**config.mk**
```make
export PLATFORM = sky130hd
export DESIGN_NAME = load_store_unit
export DESIGN_NICKNAME = d
export VERILOG_FILES = /design/src/rtl/lsu_pkg.sv /design/src/rtl/lsu_align.sv /design/src/rtl/load_store_unit.sv
export SDC_FILE = /design/constraint.sdc
export NUM_CORES = 1
export LEC_CHECK = 0
export CORE_MARGIN = 2
export CORE_UTILIZATION = 45
export DETAILED_ROUTE_END_ITERATION = 10
export PLACE_DENSITY_LB_ADDON = 0.1
export SYNTH_ARGS = -nofsm -noshare
export SYNTH_HDL_FRONTEND = slang
export SYNTH_SLANG_ARGS = --single-unit
```
**constraint.sdc**
```tcl
create_clock -name clk_i -period 13 [get_ports clk_i]
set_input_delay 2.6 -clock clk_i [delete_from_list [all_inputs] [get_ports clk_i]]
set_output_delay 2.6 -clock clk_i [all_outputs]
set_load 0.02 [all_outputs]
```
**src/rtl/lsu_pkg.sv**
```systemverilog
// Shared encodings for the load/store unit: operation, access size, FSM state,
// and the misalignment rule used when a request is captured.
package lsu_pkg;

  typedef enum logic [1:0] {
    LSU_NONE   = 2'b00,
    LSU_STORE  = 2'b01,
    LSU_LOAD_S = 2'b10,
    LSU_LOAD_U = 2'b11
  } lsu_op_e;

  typedef enum logic [1:0] {
    SZ_B   = 2'b00,
    SZ_H   = 2'b01,
    SZ_W   = 2'b10,
    SZ_RSV = 2'b11
  } lsu_size_e;

  typedef enum logic [1:0] {
    IDLE = 2'b00,
    ACC0 = 2'b01,
    ACC1 = 2'b10,
    DONE = 2'b11
  } lsu_state_e;

  // Bytes never straddle a word; halves only do so at offset 3.
  function automatic logic lsu_misaligned(input lsu_size_e size, input logic [1:0] offset);
    case (size)
      SZ_H:    return (offset == 2'd3);
      SZ_W:    return (offset != 2'd0);
      default: return 1'b0;
    endcase
  endfunction

endpackage

```
**src/rtl/lsu_align.sv**
```systemverilog
// Lane steering for the load/store unit: byte enables and store data for both
// word phases, plus assembly and extension of load data from one or two words.
module lsu_align
  import lsu_pkg::*;
(
  input  logic [1:0]  size,
  input  logic [1:0]  offset,
  input  logic        load_signed,
  input  logic [31:0] store_data,
  input  logic [31:0] word0,
  input  logic [31:0] word1,
  output logic [3:0]  be0,
  output logic [3:0]  be1,
  output logic [31:0] wdata0,
  output logic [31:0] wdata1,
  output logic [31:0] load_data
);

  lsu_size_e   sz;
  logic [3:0]  mask;
  logic [7:0]  be_wide;
  logic [63:0] wdata_wide;
  logic [63:0] rd_wide;

  assign sz = lsu_size_e'(size);

  always_comb begin
    case (sz)
      SZ_B:    mask = 4'b0001;
      SZ_H:    mask = 4'b0011;
      SZ_W:    mask = 4'b1111;
      default: mask = 4'b0000;
    endcase
  end

  // The upper half of each 64-bit view is what spills into the next word.
  assign be_wide    = {4'b0000, mask} << offset;
  assign wdata_wide = {32'd0, store_data} << {offset, 3'b000};
  assign rd_wide    = {word1, word0} >> {offset, 3'b000};

  assign be0    = be_wide[3:0];
  assign be1    = be_wide[7:4];
  assign wdata0 = wdata_wide[31:0];
  assign wdata1 = wdata_wide[63:32];

  always_comb begin
    case (sz)
      SZ_B:    load_data = {{24{load_signed & rd_wide[7]}}, rd_wide[7:0]};
      SZ_H:    load_data = {{16{load_signed & rd_wide[15]}}, rd_wide[15:0]};
      SZ_W:    load_data = rd_wide[31:0];
      default: load_data = 32'd0;
    endcase
  end

endmodule

```
**src/rtl/load_store_unit.sv**
```systemverilog
// MEM-stage load/store unit: turns one EX/MEM request into one or two word
// transactions on a req/ack bus and stalls the pipeline until it completes.
module load_store_unit
  import lsu_pkg::*;
#(
  parameter int unsigned SPLIT_MISALIGNED = 1
) (
  input  logic        clk_i,
  input  logic        rst_i,
  input  logic [31:0] address_i,
  input  logic [31:0] write_data_i,
  input  logic [3:0]  read_write_sel_i,
  input  logic        hold_i,
  output logic [31:0] read_data_o,
  output logic        busy_o,
  output logic        misaligned_o,
  output logic        mem_req_o,
  output logic        mem_we_o,
  output logic [29:0] mem_addr_o,
  output logic [31:0] mem_wdata_o,
  output logic [3:0]  mem_be_o,
  input  logic [31:0] mem_rdata_i,
  input  logic        mem_ack_i
);

  lsu_state_e  state_reg, state_next;
  logic [29:0] addr_reg, addr_next;
  logic [1:0]  offset_reg, offset_next;
  logic [31:0] data_reg, data_next;
  lsu_op_e     op_reg, op_next;
  lsu_size_e   size_reg, size_next;
  logic        mis_reg, mis_next;
  logic [31:0] low_buf_reg, low_buf_next;
  logic [31:0] read_data_reg, read_data_next;

  lsu_op_e     sel_op;
  lsu_size_e   sel_size;
  logic        sel_valid;
  logic        sel_mis;

  logic [3:0]  be0, be1;
  logic [31:0] wdata0, wdata1, load_data, word0, result;
  logic        is_store;

  assign sel_op    = lsu_op_e'(read_write_sel_i[3:2]);
  assign sel_size  = lsu_size_e'(read_write_sel_i[1:0]);
  assign sel_valid = (sel_op != LSU_NONE) && (sel_size != SZ_RSV);
  assign sel_mis   = lsu_misaligned(sel_size, address_i[1:0]);

  // During the second phase the first word comes from the low buffer.
  assign word0    = (state_reg == ACC1) ? low_buf_reg : mem_rdata_i;
  assign is_store = (op_reg == LSU_STORE);
  assign result   = is_store ? 32'd0 : load_data;

  lsu_align u_align (
    .size        (size_reg),
    .offset      (offset_reg),
    .load_signed (op_reg == LSU_LOAD_S),
    .store_data  (data_reg),
    .word0       (word0),
    .word1       (mem_rdata_i),
    .be0         (be0),
    .be1         (be1),
    .wdata0      (wdata0),
    .wdata1      (wdata1),
    .load_data   (load_data)
  );

  always_ff @(posedge clk_i or posedge rst_i) begin
    if (rst_i) begin
      state_reg     <= IDLE;
      addr_reg      <= '0;
      offset_reg    <= '0;
      data_reg      <= '0;
      op_reg        <= LSU_NONE;
      size_reg      <= SZ_B;
      mis_reg       <= 1'b0;
      low_buf_reg   <= '0;
      read_data_reg <= '0;
    end else begin
      state_reg     <= state_next;
      addr_reg      <= addr_next;
      offset_reg    <= offset_next;
      data_reg      <= data_next;
      op_reg        <= op_next;
      size_reg      <= size_next;
      mis_reg       <= mis_next;
      low_buf_reg   <= low_buf_next;
      read_data_reg <= read_data_next;
    end
  end

  always_comb begin
    state_next     = state_reg;
    addr_next      = addr_reg;
    offset_next    = offset_reg;
    data_next      = data_reg;
    op_next        = op_reg;
    size_next      = size_reg;
    mis_next       = mis_reg;
    low_buf_next   = low_buf_reg;
    read_data_next = read_data_reg;
    busy_o         = 1'b0;
    mem_req_o      = 1'b0;
    mem_we_o       = 1'b0;
    mem_addr_o     = '0;
    mem_be_o       = '0;
    mem_wdata_o    = '0;

    case (state_reg)
      IDLE: begin
        busy_o = sel_valid;
        if (sel_valid) begin
          addr_next   = address_i[31:2];
          offset_next = address_i[1:0];
          data_next   = write_data_i;
          op_next     = sel_op;
          size_next   = sel_size;
          mis_next    = sel_mis;
          if (sel_mis && (SPLIT_MISALIGNED == 0)) begin
            read_data_next = 32'd0;
            state_next     = DONE;
          end else begin
            state_next = ACC0;
          end
        end
      end
      ACC0: begin
        busy_o      = 1'b1;
        mem_req_o   = 1'b1;
        mem_we_o    = is_store;
        mem_addr_o  = addr_reg;
        mem_be_o    = be0;
        mem_wdata_o = wdata0;
        if (mem_ack_i) begin
          // Only split accesses reach ACC0 with the misaligned flag set.
          if (mis_reg) begin
            low_buf_next = mem_rdata_i;
            state_next   = ACC1;
          end else begin
            read_data_next = result;
            state_next     = DONE;
          end
        end
      end
      ACC1: begin
        busy_o      = 1'b1;
        mem_req_o   = 1'b1;
        mem_we_o    = is_store;
        mem_addr_o  = addr_reg + 30'd1;
        mem_be_o    = be1;
        mem_wdata_o = wdata1;
        if (mem_ack_i) begin
          read_data_next = result;
          state_next     = DONE;
        end
      end
      DONE: begin
        if (!hold_i) state_next = IDLE;
      end
      default: state_next = IDLE;
    endcase
  end

  assign read_data_o  = read_data_reg;
  assign misaligned_o = (state_reg == DONE) && mis_reg;

endmodule

```
==> results_tabular.tex <==
\begin{tabular}{lr}
\hline
Metric & Value \\
\hline
\multicolumn{2}{l}{\textbf{Global route}} \\
Global-route wire length before repair & 40.1 mm \\
Vias in the first global route & $\sim$7.4k \\
Global-route track usage on met2 & 41.3\% \\
Busiest layer in global routing & met2 \\
Met1 Use GR & 34.0\% \\
Antenna violations before repair & 0 \\
Maximum number of pins on one net before global-route repair & 78 \\
Total congestion overflow & 0 \\
Global-route usage over all layers & 25.7\% \\
Fraction of met3 tracks used by global routing & 5.08\% \\
\multicolumn{2}{l}{\textbf{Clock tree}} \\
Maximum clock insertion buffer count & 2 \\
Clk slew on worst S/H paths & 0.06 ns \\
Later-pin clock latency in the skew report & approximately 0.43 ns \\
TritonCTS clock tree & built \\
Number of buffers added to fix hold violations after cts & 0 \\
Number of buffers added for setup after CTS & 0 \\
Root Driver & clkbuf\_16 \\
Number of clock buffers inserted by TritonCTS & 17 \\
CTS HTree Levels & 4 \\
TritonCTS sink count & 135 \\
Number of gates resized after CTS & 0 \\
\multicolumn{2}{l}{\textbf{Placement}} \\
Port-buffer cells & 205 \\
Hpwl dp & $\sim$18 mm \\
Post-place instance area & 10800 µm² \\
Routability Congestion & between 0.8 and 0.9 \\
\multicolumn{2}{l}{\textbf{Finish}} \\
Diodes inserted & 0 \\
Syn-to-layout area delta & 31.6\% \\
Number of fillers in the final layout & 1681 \\
Post-route cell area & 11400 µm² \\
Share of post-route cells with drive strength above 1 & 19.0\% \\
Total number of nets in the final design & 1157 \\
\multicolumn{2}{l}{\textbf{STA}} \\
Setup repair after global routing missed its margin & no \\
Slew at the pin with the worst max-slew slack & 1.27 ns \\
Count of endpoints failing setup in the final report & 0 \\
Max-slew violations & 0 \\
Total Negative Setup Slacks & 0 ns \\
Share of the cycle needed by the critical path after routing & roughly three fifths \\
Minimum clock period & 7.62 ns \\
Remaining max-slew budget at the tightest pin & between 10\% and 20\% \\
Skew final & 0.00596 ns \\
Fmax & approximately 130 MHz \\
Final hold violations & 0 \\
\multicolumn{2}{l}{\textbf{Setup path}} \\
Worst-path cell with the longest stage delay & clkdlybuf4s50\_1 \\
Maximum single-stage delay on the critical path & 0.63 ns \\
Data required time at the worst endpoint & 10.40 ns \\
Crit path kind & input port to output port \\
Arrival time reported for the critical path endpoint & 5.02 ns \\
Cell type group with the largest total delay on the critical path & buffers and inverters \\
Highest fanout seen on the critical path & 73 \\
Type of element capturing the critical path & output port \\
Critical path buffers and inverters & 2 \\
WP depth & 6 \\
Cell Chain, Critical Path & clkdlybuf4s50\_1 > ha\_1 > nor2\_1 > nand2\_4 > a21oi\_1 > clkdlybuf4s50\_1 \\
Worst Reg-to-Reg Cells & 8 \\
Startpoint types & input port \\
Most numerous cell on the critical path & clkdlybuf4s50\_1 \\
\multicolumn{2}{l}{\textbf{Yosys}} \\
XOR/XNOR Fraction of Synth Area & 0.203\% \\
Total nets after synthesis & 987 \\
Synthesized cell area & 8640 µm² \\
Compound-cell area share of the yosys netlist & 14.9\% \\
Portion of netlist area occupied by mux cells & 25.3\% \\
Synth Area in Adders & 2.32\% \\
Number of synthesized register bits & 135 \\
Average cell area after synthesis & 9.96 µm² \\
Yosys warns & 0 \\
Netlist cell types & 54 \\
Synthesized-area fraction occupied by and/or/nand/nor cells & 14.2\% \\
Sequential area share after synthesis & 39.1\% \\
Post-Synthesis Cells & 867 \\
Largest family of logic cells by synthesized area & multiplexers \\
\multicolumn{2}{l}{\textbf{Power}} \\
Internal cell power & 1.72 mW \\
Comb pwr share & 57.3\% \\
Fraction of power spent switching nets & 44.0\% \\
Sw Pwr & 1.35 mW \\
Leak Pwr & approximately 4.6 nW \\
Seq pwr share & a little over a quarter \\
PD cells & 270 nW/µm² \\
Clock power frac & 16.1\% \\
Highest ir drop seen on vdd & approximately 0.00016 V \\
\multicolumn{2}{l}{\textbf{Detailed routing}} \\
Ratio of routed vias to standard cells & between 5 and 6 \\
Post-route antenna net violation count & 0 \\
First-pass DRT Iterations & 6 \\
Count of routing violations after the opening detailed-route iteration & 490 \\
Detailed-route DRC error count & 0 \\
Total routed wirelength & around 26 mm \\
Overall via count from detail\_route & 7538 \\
Average wire length per cell after detail routing & $\sim$20 µm \\
\multicolumn{2}{l}{\textbf{Floorplan}} \\
Placement Rows & 50 \\
Effective utilization at floorplan & 46.0\% \\
Die extent in x & 143 µm \\
Number of placed I/O pins & 206 \\
Height of the die & around 140 µm \\
Core area & $\sim$19000 µm² \\
Die Outline Area & 20300 µm² \\
\multicolumn{2}{l}{\textbf{Status}} \\
Run status & completed \\
\multicolumn{2}{l}{\textbf{Flow run}} \\
Max-cap violations & 0 \\
\multicolumn{2}{l}{\textbf{Hold path}} \\
Number of instances on the worst hold path & 2 \\
Type of the worst min-delay path & register to register \\
\hline
\end{tabular}
[worst register-to-register path: cells and delay by family (launching register included)]
family	cells	cell delay, ns
buffers and inverters	3	0.73
AND/OR/NAND/NOR	1	0.22
flip-flops	1	0.44
adder cells (fa/ha/maj)	1	0.24
AO/OA/AOI/OAI	3	1.63
[cells by family after synthesis]
family | count (synthesis)
adder cells (fa/ha/maj) | 16
buffers and inverters | 77
multiplexers | 183
XOR/XNOR | 2
AND/OR/NAND/NOR | 252
flip-flops | 135
AO/OA/AOI/OAI | 202
[placed cells by master, fill, tap and decap left out, types with 4 or more instances in the layout]
cell             netlist  routed
o21ai_0               74      74
nor2_1                59      58
a211oi_1              15      15
nand2_1               89      88
o211ai_1              10      10
dfrtp_1              135     134
a22oi_1               17      17
nor2b_1               12      12
nand3_1               19      19
clkbuf_16              0      17
nor3_2                 4       4
nor3_1                15      15
clkdlybuf4s50_1        0     205
and3_1                13      13
o31ai_1                8       8
inv_1                 12      11
mux2_2               126     126
a31oi_1                7       7
a41oi_1                5       5
nand4_1               12      12
ha_1                  16      16
a221o_1                8       8
mux2i_1               41      41
o22a_1                 9       9
nand2b_1               9       9
buf_4                  5       9
a21oi_1               38      38
and2_1                 5       5
mux4_2                16      16
[metrics by stage]
step	instances	utilization (%)	setup slack [ns]	hold slack, ns	total power [mW]
6_report	1282	60.6	5.38	0.484	3.07
5_1_grt	1282	60.6	5.19	0.510	3.28
4_1_cts	1282	60.6	5.32	0.488	3.08
3_5_place_dp	1252	57.4	5.32	0.475	2.58
2_1_floorplan	867	-	6.72	0.471	1.97
3_3_place_gp	1252	57.4	5.34	0.469	2.55
[synthesized netlist by cell type, drive strengths merged]
master / number / area, µm²
a211oi: 15 / 113
o211ai: 10 / 75.1
mux4: 16 / 360
o32ai: 1 / 16.3
o31a: 1 / 8.76
nor2: 60 / 228
a221o: 8 / 80.1
a22oi: 17 / 128
and2: 5 / 31.3
or4: 1 / 7.51
o21ai: 75 / 375
o31ai: 8 / 60.1
inv: 14 / 52.6
nor4: 3 / 33.8
o2bb2ai: 2 / 17.5
xnor2: 1 / 8.76
o211a: 1 / 10.0
a21o: 1 / 7.51
nand2b: 9 / 56.3
a31oi: 7 / 43.8
nand4: 14 / 109
and3: 13 / 81.3
nand3: 21 / 115
o32a: 1 / 10.0
a21oi: 39 / 199
nand2: 89 / 334
o22a: 9 / 78.8
or2: 1 / 6.26
clkbuf: 37 / 141
nor3: 19 / 115
a22o: 2 / 17.5
or3: 3 / 18.8
a41oi: 5 / 43.8
buf: 26 / 146
dfrtp: 135 / 3380
nor2b: 12 / 75.1
ha: 16 / 200
mux2i: 41 / 410
mux2: 126 / 1420
and4: 2 / 17.5
xor2: 1 / 8.76
[worst paths after layout]
kind / from / end / slack, ns
max: read_write_sel_i[0] / busy_o / 5.38
min: read_data_o[1]$_DFFE_PP0P_ / read_data_o[1]$_DFFE_PP0P_ / 0.48
max reg2reg: state_reg[0]$_DFFE_PP0P_ / read_data_o[22]$_DFFE_PP0P_ / 9.68
min reg2reg: read_data_o[1]$_DFFE_PP0P_ / read_data_o[1]$_DFFE_PP0P_ / 0.48
max in group asynchronous: rst_i / offset_reg[0]$_DFFE_PP0P_ / 8.87
min in group asynchronous: rst_i / read_data_o[14]$_DFFE_PP0P_ / 2.61
[layer usage]
metal | vias up | part of all wire (%)
met5 | - | 0
met2 | 258 | 48
met1 | 3702 | 43
met4 | 0 | 3.1
met3 | 46 | 5.5
li1 | 3532 | -
[cell type report]
class                           instances  area (µm²)  area share (%)
Multi-Input combinational cell        655        4930            43.4
Sequential cell                       135        3380            29.8
Timing Repair Buffer                  214        2120            18.6
Clock buffer                           18         429            3.78
Tap cell                              234         293            2.58
Clock inverter                         12         155            1.37
Inverter                               14        57.6           0.506
[power groups by stage]
stage               clock network [mW]  logic, mW  registers [mW]
finish                           0.493       1.76           0.817
global route                     0.520       1.91           0.850
CTS                              0.498       1.77           0.814
detailed placement                   0       1.76           0.820
global placement                     0       1.74           0.814
floorplan                            0       1.18           0.791
No activity file was read; power rests on OpenSTA's default activity.
